===== config.mk =====
export PLATFORM = sky130hd
export DESIGN_NAME = avmm_cmd_master
export DESIGN_NICKNAME = d
export VERILOG_FILES = /design/src/rtl/avmm_cmd_master.sv
export SDC_FILE = /design/constraint.sdc
export NUM_CORES = 1
export LEC_CHECK = 0
export CORE_MARGIN = 8
export CORE_UTILIZATION = 60
export DETAILED_ROUTE_END_ITERATION = 10
export DONT_BUFFER_PORTS = 1
export GPL_TIMING_DRIVEN = 1
export MAX_ROUTING_LAYER = met4
export PLACE_DENSITY = 0.77
export SETUP_SLACK_MARGIN = 0.4
export SYNTH_ARGS = -nofsm -noshare
export SYNTH_HDL_FRONTEND = slang
export SYNTH_SLANG_ARGS = --single-unit

===== constraint.sdc =====
create_clock -name clk_clk -period 10.6 [get_ports clk_clk]
set_input_delay 0.53 -clock clk_clk [delete_from_list [all_inputs] [get_ports clk_clk]]
set_output_delay 0.53 -clock clk_clk [all_outputs]
set_load 0.03 [all_outputs]

===== src/rtl/avmm_cmd_master.sv =====
// avmm_cmd_master: Avalon-MM host issuing single-beat commands with credit-limited, in-order buffered read responses
module avmm_cmd_master #(
   parameter int ADDR_W          = 24,
   parameter int DATA_W          = 32,
   parameter int MAX_OUTSTANDING = 4,
   parameter int TIMEOUT_CYCLES  = 1024
) (
   input  logic                clk_clk,
   input  logic                reset_reset_n,
   input  logic                cmd_valid,
   output logic                cmd_ready,
   input  logic                cmd_write,
   input  logic [ADDR_W-1:0]   cmd_address,
   input  logic [DATA_W-1:0]   cmd_writedata,
   input  logic [DATA_W/8-1:0] cmd_byteenable,
   output logic                rsp_valid,
   input  logic                rsp_ready,
   output logic [DATA_W-1:0]   rsp_readdata,
   output logic [ADDR_W-1:0]   avm_address,
   output logic                avm_read,
   output logic                avm_write,
   output logic [DATA_W-1:0]   avm_writedata,
   output logic [DATA_W/8-1:0] avm_byteenable,
   output logic                avm_burstcount,
   output logic                avm_debugaccess,
   input  logic                avm_waitrequest,
   input  logic [DATA_W-1:0]   avm_readdata,
   input  logic                avm_readdatavalid,
   input  logic                err_clear,
   output logic                timeout_err,
   output logic                protocol_err,
   output logic                busy
);
   localparam int CW = $clog2(MAX_OUTSTANDING + 1);
   localparam int PW = $clog2(MAX_OUTSTANDING);
   localparam int TW = $clog2(TIMEOUT_CYCLES + 1);

   logic              live, req_held, rd_done, accept, acc_rd, push, pop, tmo;
   logic [CW-1:0]     credits, outstanding, count;
   logic [PW-1:0]     wptr, rptr;
   logic [TW-1:0]     timer;
   logic [DATA_W-1:0] mem [MAX_OUTSTANDING];

   assign req_held        = avm_read | avm_write;
   assign rd_done         = avm_read & ~avm_waitrequest;
   assign cmd_ready       = live & (~req_held | ~avm_waitrequest) & (credits != '0) & ~timeout_err;
   assign accept          = cmd_valid & cmd_ready;
   assign acc_rd          = accept & ~cmd_write;
   assign push            = avm_readdatavalid & (outstanding != '0);
   assign pop             = rsp_valid & rsp_ready;
   assign tmo             = (outstanding != '0) & ~avm_readdatavalid & (timer == TW'(TIMEOUT_CYCLES - 1));
   assign rsp_valid       = count != '0;
   assign rsp_readdata    = rsp_valid ? mem[rptr] : '0;
   assign busy            = req_held | (outstanding != '0) | rsp_valid;
   assign avm_burstcount  = 1'b1;
   assign avm_debugaccess = 1'b0;

   // request register: load on accept, hold under waitrequest, drop strobes after completion
   always_ff @(posedge clk_clk or negedge reset_reset_n)
      if (!reset_reset_n) begin
         avm_read       <= 1'b0;
         avm_write      <= 1'b0;
         avm_address    <= '0;
         avm_writedata  <= '0;
         avm_byteenable <= '0;
      end else if (accept) begin
         avm_read       <= ~cmd_write;
         avm_write      <= cmd_write;
         avm_address    <= cmd_address;
         avm_writedata  <= cmd_writedata;
         avm_byteenable <= cmd_byteenable;
      end else if (!avm_waitrequest) begin
         avm_read  <= 1'b0;
         avm_write <= 1'b0;
      end

   // read credits, outstanding count, idle timer and sticky error flags
   always_ff @(posedge clk_clk or negedge reset_reset_n)
      if (!reset_reset_n) begin
         live         <= 1'b0;
         credits      <= CW'(MAX_OUTSTANDING);
         outstanding  <= '0;
         timer        <= '0;
         timeout_err  <= 1'b0;
         protocol_err <= 1'b0;
      end else begin
         live         <= 1'b1;
         credits      <= credits + CW'(pop) - CW'(acc_rd) + (tmo ? outstanding : '0);
         outstanding  <= tmo ? CW'(rd_done) : outstanding + CW'(rd_done) - CW'(push);
         timer        <= (tmo | avm_readdatavalid | (outstanding == '0)) ? '0 : timer + TW'(1);
         timeout_err  <= tmo | (timeout_err & ~err_clear);
         protocol_err <= (avm_readdatavalid & (outstanding == '0)) | (protocol_err & ~err_clear);
      end

   // response FIFO pointers and occupancy
   always_ff @(posedge clk_clk or negedge reset_reset_n)
      if (!reset_reset_n) begin
         wptr  <= '0;
         rptr  <= '0;
         count <= '0;
      end else begin
         wptr  <= wptr + PW'(push);
         rptr  <= rptr + PW'(pop);
         count <= count + CW'(push) - CW'(pop);
      end

   // response FIFO storage, written by accepted readdatavalid beats
   always_ff @(posedge clk_clk)
      if (push) mem[wptr] <= avm_readdata;
endmodule


==> run_results.csv, run 1 <==
group,metric,value,unit
critical_path,critical_path_arrival,3.39,ns
yosys,synth-seq-cells,217,
cells_and_area,instances_no_fill,678,
yosys,syn_avg_cell_area,18.9,sq um
hold_path,hold_path.class,"primary input to flip-flop",
yosys,synth_top_area_cell,"edfxtp_1",
sta,hold_violations,0,
drt,dr.pass1.iters,4,
placement,dp.cells,636,
drt,vias,3956,
cts,cts_tree,"yes",
yosys,yosysWarnings,0,
drt,drt_iter0_drc,229,
yosys,yosysMostFrequentCell,"edfxtp_1",
yosys,synth_top_area_share,43.4,%
critical_path,critPathRequiredTime,10.95,ns
cts,clk_pin_slew,0.06,ns
critical_path,reg2reg_slack,7.56,ns
die,die-height,138,microns
yosys,ys_seq_area_share,68.5,%
drt,drt.antenna.violating_nets,0,
critical_path,rr_endpoint,"credits[1]$_DFF_PN0_",
sta,setup_viol,0,
critical_path,cp-start-kind,"flip-flop",
die,core,0.0145,sq mm
cts,htreeDepth,1,
run_status,status,"complete, no violations",
die,die_width,138,microns
power_and_ir_drop,peakVddDrop,0.197,mV
placement,place_congestion,0.802,
cts,cts-root-buf,"clkbuf_16",
placement,placed_cell_area,0.00895,sq mm
die,initial_core_util,61.2,%
critical_path,critical_path.max_fanout,62,
yosys,postSynthCellCount,469,
cts,cts_made_buffers,22,
die,ios,201,
sta,min_period,3.04,ns
sta,holdWs,0.141,ns
run,drv_cap,0,
hold_path,whs_endpoint,"mem[0][16]$_DFFE_PP_",
power_and_ir_drop,total_leakage_power,3.86,nW
grt,antenna_found_initial,0,
drt,vias_per_cell,5.83,
sta,rsz0062_at_grt,"false",
hold_path,worstHoldStart,"avm_readdata[16]",
sta,fin_worst_skew,0.00987,ns
drt,wl_per_cell,24.0,microns
critical_path,r2r_cells,8,
cts,cts_sinks,217,
yosys,synth_area_leaders,"edfxtp_1, dfrtp_1, mux2_4",
yosys,synth_common_cells,"edfxtp_1, dfrtp_1, mux2_4",
grt,grt_start_max_net_pins,90,
placement,dp_hpwl,10.9,mm
sta,tns,0,ns
yosys,synth_edf_count,128,
power_and_ir_drop,power_density,327,mW/mm^2
critical_path,critPathKind,"flip-flop to flip-flop",
sta,tightest_slew,1.03,ns
grt,grt_pass1_vias,4452,
grt,grt_use_total,17.8,%
yosys,synth_area,0.00886,sq mm
yosys,ys_types,44,
yosys,synthArstFlopShare,41.0,%
hold_path,worst_hold_path.num_cells,0,
cells_and_area,nets,591,
drt,routed_wl,16.3,mm
die,die_area,0.0189,sq mm
sta,fin_crit_sh,28.7,%
grt,grt_pass1_wl,25.3,mm
sta,relSlewSlack,31.0,%
grt,grt_overflow,0,
cells_and_area,drive_gt1_share,29.6,%
yosys,synth_ff_type,"edfxtp_1",
die,std_cell_rows,44,
cells_and_area,final_cell_area,0.00977,sq mm
power_and_ir_drop,power,0.00319,W
drt,drcViolationCount,0,
cts,clk_latency,0.49,ns
sta,clock.fmax,329,MHz
cells_and_area,fill_cells,908,
placement,portBuffers,0,
sta,drv_slew,0,
cells_and_area,syn_to_final_growth,10.3,%
critical_path,crit-reg2reg-launch,"avm_read$_DFFE_PN0P_",
critical_path,endpoint_kind,"flip-flop",
cells_and_area,num_antenna_cells,0,
cts,clockBufferDepth,3,
worst max-delay path, cell delays in order, from the launching register on:
cell and delay [ns]:
dfrtp_1 0.53, o21ai_1 0.21, and4bb_4 0.38, nand2_8 0.39, nor2_1 0.25, ha_1 0.28, fa_1 0.39, inv_1 0.07
fa_1 0.41
registers in the layout (all words and copies together), names as in the netlist:
register / count
avm_byteenable: 4
avm_address: 24
avm_write: 1
credits: 3
timer: 11
avm_read: 1
live: 1
wptr: 2
outstanding: 3
count: 3
protocol_err: 1
mem: 128
rptr: 2
avm_writedata: 32
timeout_err: 1
stage by stage:
step / util (%) / worst slack (ns)
after global placement: 61.8 / 7.71
after global routing: 67.5 / 7.43
after floorplan: - / 6.86
final: 67.5 / 7.56
after detailed placement: 61.8 / 7.57
after CTS: 67.5 / 7.53
logic make-up (layout without fill, tap and decap cells):
group / Yosys count / in the layout / synth area share, %
flops: 217 / 217 / 68.5
mux: 93 / 93 / 18.3
simple gates: 79 / 79 / 5.55
buf+inv: 38 / 62 / 2.87
xor+xnor: 15 / 15 / 1.48
fa+ha+maj: 13 / 13 / 2.17
compound gates: 12 / 12 / 0.960
other cells: 2 / 3 / 0.0848
how the worst max path moves through the flow:
| stage | startpoint | endpoint | slack, ns |
|---|---|---|---|
| floorplan | avm_readdatavalid | mem[0][0]$_DFFE_PP_ | 6.86 |
| global placement | avm_read$_DFFE_PN0P_ | credits[1]$_DFF_PN0_ | 7.71 |
| detailed placement | avm_read$_DFFE_PN0P_ | credits[1]$_DFF_PN0_ | 7.57 |
| global route | avm_read$_DFFE_PN0P_ | credits[1]$_DFF_PN0_ | 7.43 |
| finish | avm_read$_DFFE_PN0P_ | credits[1]$_DFF_PN0_ | 7.56 |
| CTS | avm_read$_DFFE_PN0P_ | credits[1]$_DFF_PN0_ | 7.53 |
cell usage in the layout, fill, tap and decap left out, types with 8 or more instances in the layout:
| cell type | count |
|---|---|
| inv_1 | 16 |
| nand2_1 | 11 |
| ha_1 | 9 |
| dfrtp_1 | 87 |
| xnor2_1 | 8 |
| clkbuf_16 | 23 |
| mux4_2 | 32 |
| nor2_1 | 11 |
| edfxtp_1 | 128 |
| mux2_4 | 58 |
| and2_1 | 32 |
repair_timing:
item,CTS,global route
hold buffers,2,0
endpoints found under the hold margin,89,0
setup buffers,0,0
gates resized for setup,0,0
power by group:
part           switching, W  internal, W
Sequential         0.000352      0.00114
Combinational      0.000506     0.000385
Clock              0.000303     0.000508
metal layers:
metal | share of wire, % | vias to the layer above | track usage, % | wire [microns]
met2 | 52 | 154 | 29.6 | 8540
met3 | 9.5 | 18 | 5.54 | 1540
met5 | 0 | - | - | 0
met4 | 1.6 | 0 | 4.41 | 254
met1 | 36 | 2031 | 20.8 | 5930
li1 | - | 1753 | - | -
cell type report:
| type | instances | area (sq um) | area share [%] |
|---|---|---|---|
| clock buffers | 26 | 607 | 6.21 |
| clock inverters | 14 | 178 | 1.82 |
| inverters | 16 | 60.1 | 0.614 |
| multi-input cells | 215 | 2560 | 26.2 |
| flip-flops and latches | 217 | 6070 | 62.1 |
| well taps | 184 | 230 | 2.36 |
| repair buffers | 6 | 67.6 | 0.691 |
Power figures use the tool's default switching activity.
==> inputs of run 2 (changes only) <==
==> constraint.sdc (replaced) <==
create_clock -name clk_clk -period 3 [get_ports clk_clk]
set_input_delay 0.15 -clock clk_clk [delete_from_list [all_inputs] [get_ports clk_clk]]
set_output_delay 0.15 -clock clk_clk [all_outputs]
set_load 0.03 [all_outputs]
==> run 2 against run 1 <==
  * Setup slack got worse by 7.1 ns
  * Clock skew increased by 0.0091 ns
  * Wire length increased by 11%
  * Cell area increased by 10%
  * Sequential power increased to 3.6 times the previous value
  * Largest cell class unchanged
==> run_results.csv, run 2 (synthesized netlist as in run 1, its figures left out) <==
group,metric,value,unit
critical_path,reg2reg_slack,0.48,ns
grt,grt_pass1_vias,4930,
cells_and_area,instances_no_fill,784,
cells_and_area,drive_gt1_share,25.8,%
run,drv_cap,0,
cells_and_area,nets,695,
cts,post_cts_buffers,0,
hold_path,worstHoldStart,"rsp_ready",
grt,grt_overflow,0,
cts,clk_pin_slew,0.06,ns
drt,vias,4415,
sta,setup_viol,0,
cts,cts_sinks,217,
placement,dp.cells,642,
sta,drv_slew,0,
cts,cts-root-buf,"clkbuf_16",
cells_and_area,reg.largest.list,"mem: 128 flops, avm_writedata: 32 flops, avm_address: 24 flops",
die,die_width,138,microns
power_and_ir_drop,peakVddDrop,0.514,mV
critical_path,critPathRequiredTime,3.36,ns
grt,met3_usage,5.14,%
critical_path,critical_path.max_fanout,4,
critical_path,rr_endpoint,"credits[1]$_DFF_PN0_",
grt,grt_start_max_net_pins,90,
cells_and_area,mostFrequentLayoutCells,"edfxtp_1, dlygate4sd3_1, dfrtp_1",
sta,fin_crit_sh,84.1,%
die,core,0.0145,sq mm
grt,grt_use_met1,23.5,%
grt,grt_use_total,19.6,%
cts,clockBufferDepth,3,
grt,top_usage_layer,"met2",
hold_path,worst_hold_path.num_cells,3,
critical_path,critical_path_arrival,2.89,ns
cells_and_area,syn_to_final_growth,21.8,%
critical_path,endpoint_kind,"flip-flop",
cts,cts_tree,"yes",
sta,tns,0,ns
hold_path,whs_endpoint,"rptr[0]$_DFF_PN0_",
sta,rsz0062_at_grt,"false",
drt,wl_per_cell,23.0,microns
power_and_ir_drop,total_leakage_power,4.28,nW
sta,clock.fmax,396,MHz
die,die-height,138,microns
placement,post-place-ws,0.434,ns
grt,use_met2,32.3,%
die,ios,201,
drt,routed_wl,18.0,mm
drt,dr.pass1.iters,6,
critical_path,r2r_cells,8,
drt,vias_per_cell,5.63,
die,die_area,0.0189,sq mm
sta,fin_worst_skew,0.0190,ns
cts,clk_latency,0.49,ns
grt,grt_pass1_wl,27.6,mm
drt,drt_iter0_drc,225,
sta,relSlewSlack,28.2,%
cts,htreeDepth,1,
die,std_cell_rows,44,
drt,drcViolationCount,0,
hold_path,hold_path.class,"primary input to flip-flop",
sta,hold_violations,0,
critical_path,critPathKind,"flip-flop to flip-flop",
cells_and_area,final_common_cell,"edfxtp_1",
placement,dp_hpwl,11.4,mm
die,initial_core_util,61.2,%
placement,portBuffers,0,
power_and_ir_drop,power_density,1050,mW/mm^2
power_and_ir_drop,power,0.0113,W
cts,cts_made_buffers,22,
run_status,status,"complete, no violations",
sta,tightest_slew,1.08,ns
grt,antenna_found_initial,1,
sta,fin_ws,0.476,ns
drt,drt.antenna.violating_nets,0,
sta,min_period,2.52,ns
cells_and_area,largest_reg_flops,128,
critical_path,crit-reg2reg-launch,"avm_write$_DFFE_PN0P_",
critical_path,cp-start-kind,"flip-flop",
sta,holdWs,0.0386,ns
cells_and_area,top_register,"mem",
placement,place_congestion,0.781,
run 2: cell count changes in the layout (fill, tap and decap cells not counted), sizes merged:
cell / previous run / this run
dlygate4sd3: 1 / 99
clkinvlp: 1 / 0
clkinv: 8 / 6
diode: 0 / 2
bufinv: 4 / 1
buf: 5 / 11
clkbuf: 26 / 32
run 2: repair_timing:
item / in CTS / in global routing
endpoints found under the setup margin: 0 / 2
resized for setup: 0 / 6
hold endpoints to repair: 295 / 0
hold buffers: 100 / 0
run 2: power breakdown:
group	internal (W)	switching, W
clock network	0.00158	0.00105
logic	0.00153	0.00182
registers	0.00402	0.00133
total	0.00713	0.00420
run 2: metal layers:
layer	up-vias	routed length [microns]
li1	1957	-
met1	2260	6940
met2	164	9330
met3	34	1350
met4	0	382
met5	-	0
run 2: through the flow:
step                util [%]  cell area [sq um]
global route            74.5              10800
global placement        62.5               9040
finish                  74.5              10800
floorplan                  -               8880
CTS                     74.4              10800
detailed placement      62.5               9040
run 2: area by class of cell:
cell class | instances | area, sq um
clock inverter | 8 | 66.3
sequential | 217 | 6080
multi-input combinational | 215 | 2570
antenna | 2 | 5.00
inverter | 16 | 60.1
clock buffer | 32 | 644
fill | 835 | 3690
tap | 184 | 230
timing repair buffer | 110 | 1130
run 2: worst max-delay path by stage:
stage / slack, ns / start / end
final: 0.48 / avm_write$_DFFE_PN0P_ / credits[1]$_DFF_PN0_
after global routing: 0.38 / avm_write$_DFFE_PN0P_ / credits[2]$_DFF_PN1_
after detailed placement: 0.43 / avm_write$_DFFE_PN0P_ / credits[1]$_DFF_PN0_
after CTS: 0.43 / timer[0]$_DFF_PN0_ / credits[2]$_DFF_PN1_
after global placement: 0.55 / avm_write$_DFFE_PN0P_ / credits[1]$_DFF_PN0_
after floorplan: 0.40 / avm_write$_DFFE_PN0P_ / credits[1]$_DFF_PN0_
run 2: critical path, stage by stage (launching register included):
cell and delay, ns:
dfrtp_2 0.49, o21ai_1 0.17, and4bb_4 0.38, nand2_8 0.07
nor2_2 0.12, ha_1 0.26, fa_1 0.40, inv_1 0.08
fa_1 0.42
==> inputs of run 3 (changes only) <==
--- a/config.mk
+++ b/config.mk
@@ -5,6 +5,7 @@
 export SDC_FILE = /design/constraint.sdc
 export NUM_CORES = 1
 export LEC_CHECK = 0
+export ABC_AREA = 1
 export CORE_MARGIN = 8
 export CORE_UTILIZATION = 60
 export DETAILED_ROUTE_END_ITERATION = 10
==> constraint.sdc (replaced) <==
create_clock -name clk_clk -period 2.64 [get_ports clk_clk]
set_input_delay 0.132 -clock clk_clk [delete_from_list [all_inputs] [get_ports clk_clk]]
set_output_delay 0.132 -clock clk_clk [all_outputs]
set_load 0.03 [all_outputs]
==> run 3 against run 2 <==
  * Clock skew decreased by 0.010 ns
  * Worst hold slack lost 0.0077 ns
  * Sequential power rose by 9.2%
  * Combinational power grew 50%
  * Critical path depth grew 7
  * Cell area up 3.5%
  * Register-to-register slack worse by 0.36 ns
  * Synthesized area up 0.47%
  * Wire length is 31% higher
  * Global-route usage grew 5.7 points
  * Sequential cell count did not move
  * Power is 20% higher
  * Critical path type unchanged
  * Largest cell class unchanged
  * Highest routed layer unchanged
==> run_results.csv, run 3 <==
group,metric,value,unit
run_status,status,"complete, no violations",
sta,rsz0062_at_grt,"true",
cts,htreeDepth,1,
cells_and_area,reg.largest.list,"mem: 128 flops, avm_writedata: 32 flops, avm_address: 24 flops",
die,die_width,138,microns
hold_path,hold_path.class,"primary input to flip-flop",
cts,cts_made_buffers,21,
yosys,synth_common_cells,"nor2_1, edfxtp_1, inv_1",
placement,portBuffers,0,
sta,drv_slew,0,
yosys,synth_area_leaders,"edfxtp_1, dfrtp_1, nor2_1",
cells_and_area,syn_to_final_growth,25.4,%
power_and_ir_drop,peakVddDrop,0.848,mV
drt,dr.pass1.iters,5,
drt,drt_iter0_drc,500,
yosys,ys_types,35,
critical_path,endpoint_kind,"flip-flop",
grt,antenna_found_initial,3,
critical_path,critPathRequiredTime,3.06,ns
sta,fin_ws,0.112,ns
grt,grt_start_max_net_pins,90,
yosys,synth_edf_count,128,
yosys,synthArstFlopShare,41.0,%
yosys,synth_top_area_share,43.2,%
cts,cts-root-buf,"clkbuf_16",
cells_and_area,top_register,"mem",
grt,grt_use_met1,28.1,%
sta,tightest_slew,0.505,ns
grt,use_met2,43.2,%
yosys,synth_top_area_cell,"edfxtp_1",
yosys,ys_seq_area_share,68.2,%
yosys,synth-seq-cells,217,
grt,grt_use_total,25.2,%
sta,holdWs,0.0308,ns
cells_and_area,mostFrequentLayoutCells,"nor2_1, edfxtp_1, dlygate4sd3_1",
cells_and_area,multiInputGateArea,0.00235,sq mm
sta,setup_viol,0,
placement,place_congestion,0.793,
sta,fin_worst_skew,0.00898,ns
cells_and_area,largest_reg_flops,128,
cells_and_area,seq_area,0.00608,sq mm
critical_path,critical_path_arrival,2.95,ns
sta,hold_violations,0,
cts,clk_pin_slew,0.06,ns
die,initial_core_util,61.2,%
drt,vias_per_cell,5.59,
run,drv_cap,0,
placement,dp_hpwl,13.2,mm
die,std_cell_rows,44,
sta,fin_crit_sh,95.7,%
cells_and_area,final_cell_area,0.0112,sq mm
yosys,syn_avg_cell_area,11.1,sq um
grt,top_usage_layer,"met2",
placement,placed_cell_area,0.00937,sq mm
cts,cts_sinks,217,
drt,drt.antenna.violating_nets,0,
critical_path,critical_path.max_fanout,4,
sta,relSlewSlack,66.4,%
yosys,yosysMostFrequentCell,"nor2_1",
drt,routed_wl,23.5,mm
yosys,yosysWarnings,0,
sta,min_period,2.53,ns
die,die-height,138,microns
die,die_area,0.0190,sq mm
sta,clock.fmax,396,MHz
placement,post-place-ws,0.152,ns
cells_and_area,fill_cells,829,
drt,wl_per_cell,20.5,microns
yosys,synth_area,0.00890,sq mm
critical_path,critPathKind,"flip-flop to flip-flop",
sta,tns,0,ns
cells_and_area,drive_gt1_share,14.3,%
grt,grt_pass1_wl,35.8,mm
grt,grt_pass1_vias,6839,
die,ios,201,
cts,clk_latency,0.48,ns
grt,grt_overflow,0,
cts,cts_tree,"yes",
drt,drcViolationCount,0,
die,core,0.0145,sq mm
cells_and_area,nets,1058,
grt,met3_usage,7.11,%
yosys,postSynthCellCount,804,
cells_and_area,final_common_cell,"nor2_1",
critical_path,cp-start-kind,"flip-flop",
power_and_ir_drop,power_density,1220,mW/mm^2
drt,vias,6402,
yosys,synth_ff_type,"edfxtp_1",
power_and_ir_drop,total_leakage_power,4.69,nW
cts,clockBufferDepth,3,
[run 3: cell types whose count changed in the layout (fill, tap and decap cells not counted), moves of 5 or more]
cell,change
mux2_4,-58
o21ai_0,+62
nor3_4,+5
nor2_1,+135
o21ai_1,+39
buf_4,+41
o21ai_2,+22
mux4_2,-32
nand2_1,+78
a21oi_1,+32
inv_1,+77
and2_1,-31
[run 3: stage by stage]
stage	power, W	cells	utilization (%)
2_1_floorplan	0.00882	805	-
3_3_place_gp	0.0103	997	64.5
3_5_place_dp	0.0105	997	64.5
4_1_cts	0.0134	1138	76.2
5_1_grt	0.0143	1146	76.8
6_report	0.0136	1146	76.8
[run 3: where the power goes]
group / total, W / internal [W] / switching (W)
logic: 0.00503 / 0.00175 / 0.00329
clock network: 0.00274 / 0.00155 / 0.00119
registers: 0.00584 / 0.00452 / 0.00132
[run 3: kinds of logic after synthesis]
logic type / share of synthesized area (%)
other cells: 0.0844
flops: 68.2
buf+inv: 6.73
compound gates: 10.3
fa+ha+maj: 2.16
simple gates: 11.7
xor+xnor: 0.787
[run 3: critical path: stages, from the launching register on]
cell	delay, ns
dfrtp_2	0.50
nand2_2	0.13
nand3_2	0.12
a21oi_4	0.20
nand3_4	0.09
nor2_2	0.11
ha_1	0.24
fa_2	0.34
inv_2	0.06
fa_2	0.19
nand3b_1	0.11
nand2_1	0.08
inv_2	0.06
nand3_2	0.09
nand2_2	0.08
inv_1	0.04
[run 3: area by class of cell]
class / instances / area share (%)
inverters: 99 / 3.38
well taps: 184 / 2.06
multi-input cells: 451 / 21.0
clock buffers: 30 / 5.29
diodes: 3 / 0.0672
clock inverters: 7 / 0.258
flip-flops and latches: 217 / 54.4
repair buffers: 155 / 13.5
[run 3: path summary, 6_finish.rpt]
| path | depth (start not counted) | slack, ns | start | end |
|---|---|---|---|---|
| worst max-delay path | 15 | 0.11 | avm_read$_DFFE_PN0P_ | credits[2]$_DFF_PN1_ |
| worst min-delay path | 3 | 0.03 | rsp_ready | rptr[0]$_DFF_PN0_ |
| worst max register to register | 15 | 0.11 | avm_read$_DFFE_PN0P_ | credits[2]$_DFF_PN1_ |
| worst min register to register | 2 | 0.50 | timer[7]$_DFF_PN0_ | timer[7]$_DFF_PN0_ |
| max in group asynchronous | 2 | 2.06 | reset_reset_n | avm_address[1]$_DFFE_PN0N_ |
| min in group asynchronous | 2 | 0.21 | reset_reset_n | avm_byteenable[0]$_DFFE_PN0N_ |
[run 3: timing repair]
item | 4_1_cts | 5_1_grt
setup endpoints to repair | 47 | 39
hold buffers | 101 | 0
buffers inserted | 3 | 5
endpoints found under the hold margin | 284 | 0
pin swaps | 2 | 2
resized for setup | 7 | 16
[run 3: metal layers]
metal	up-vias	share of wire, %
met5	-	0
met4	0	2.7
met3	55	10
met2	368	51
met1	3055	35
li1	2924	-
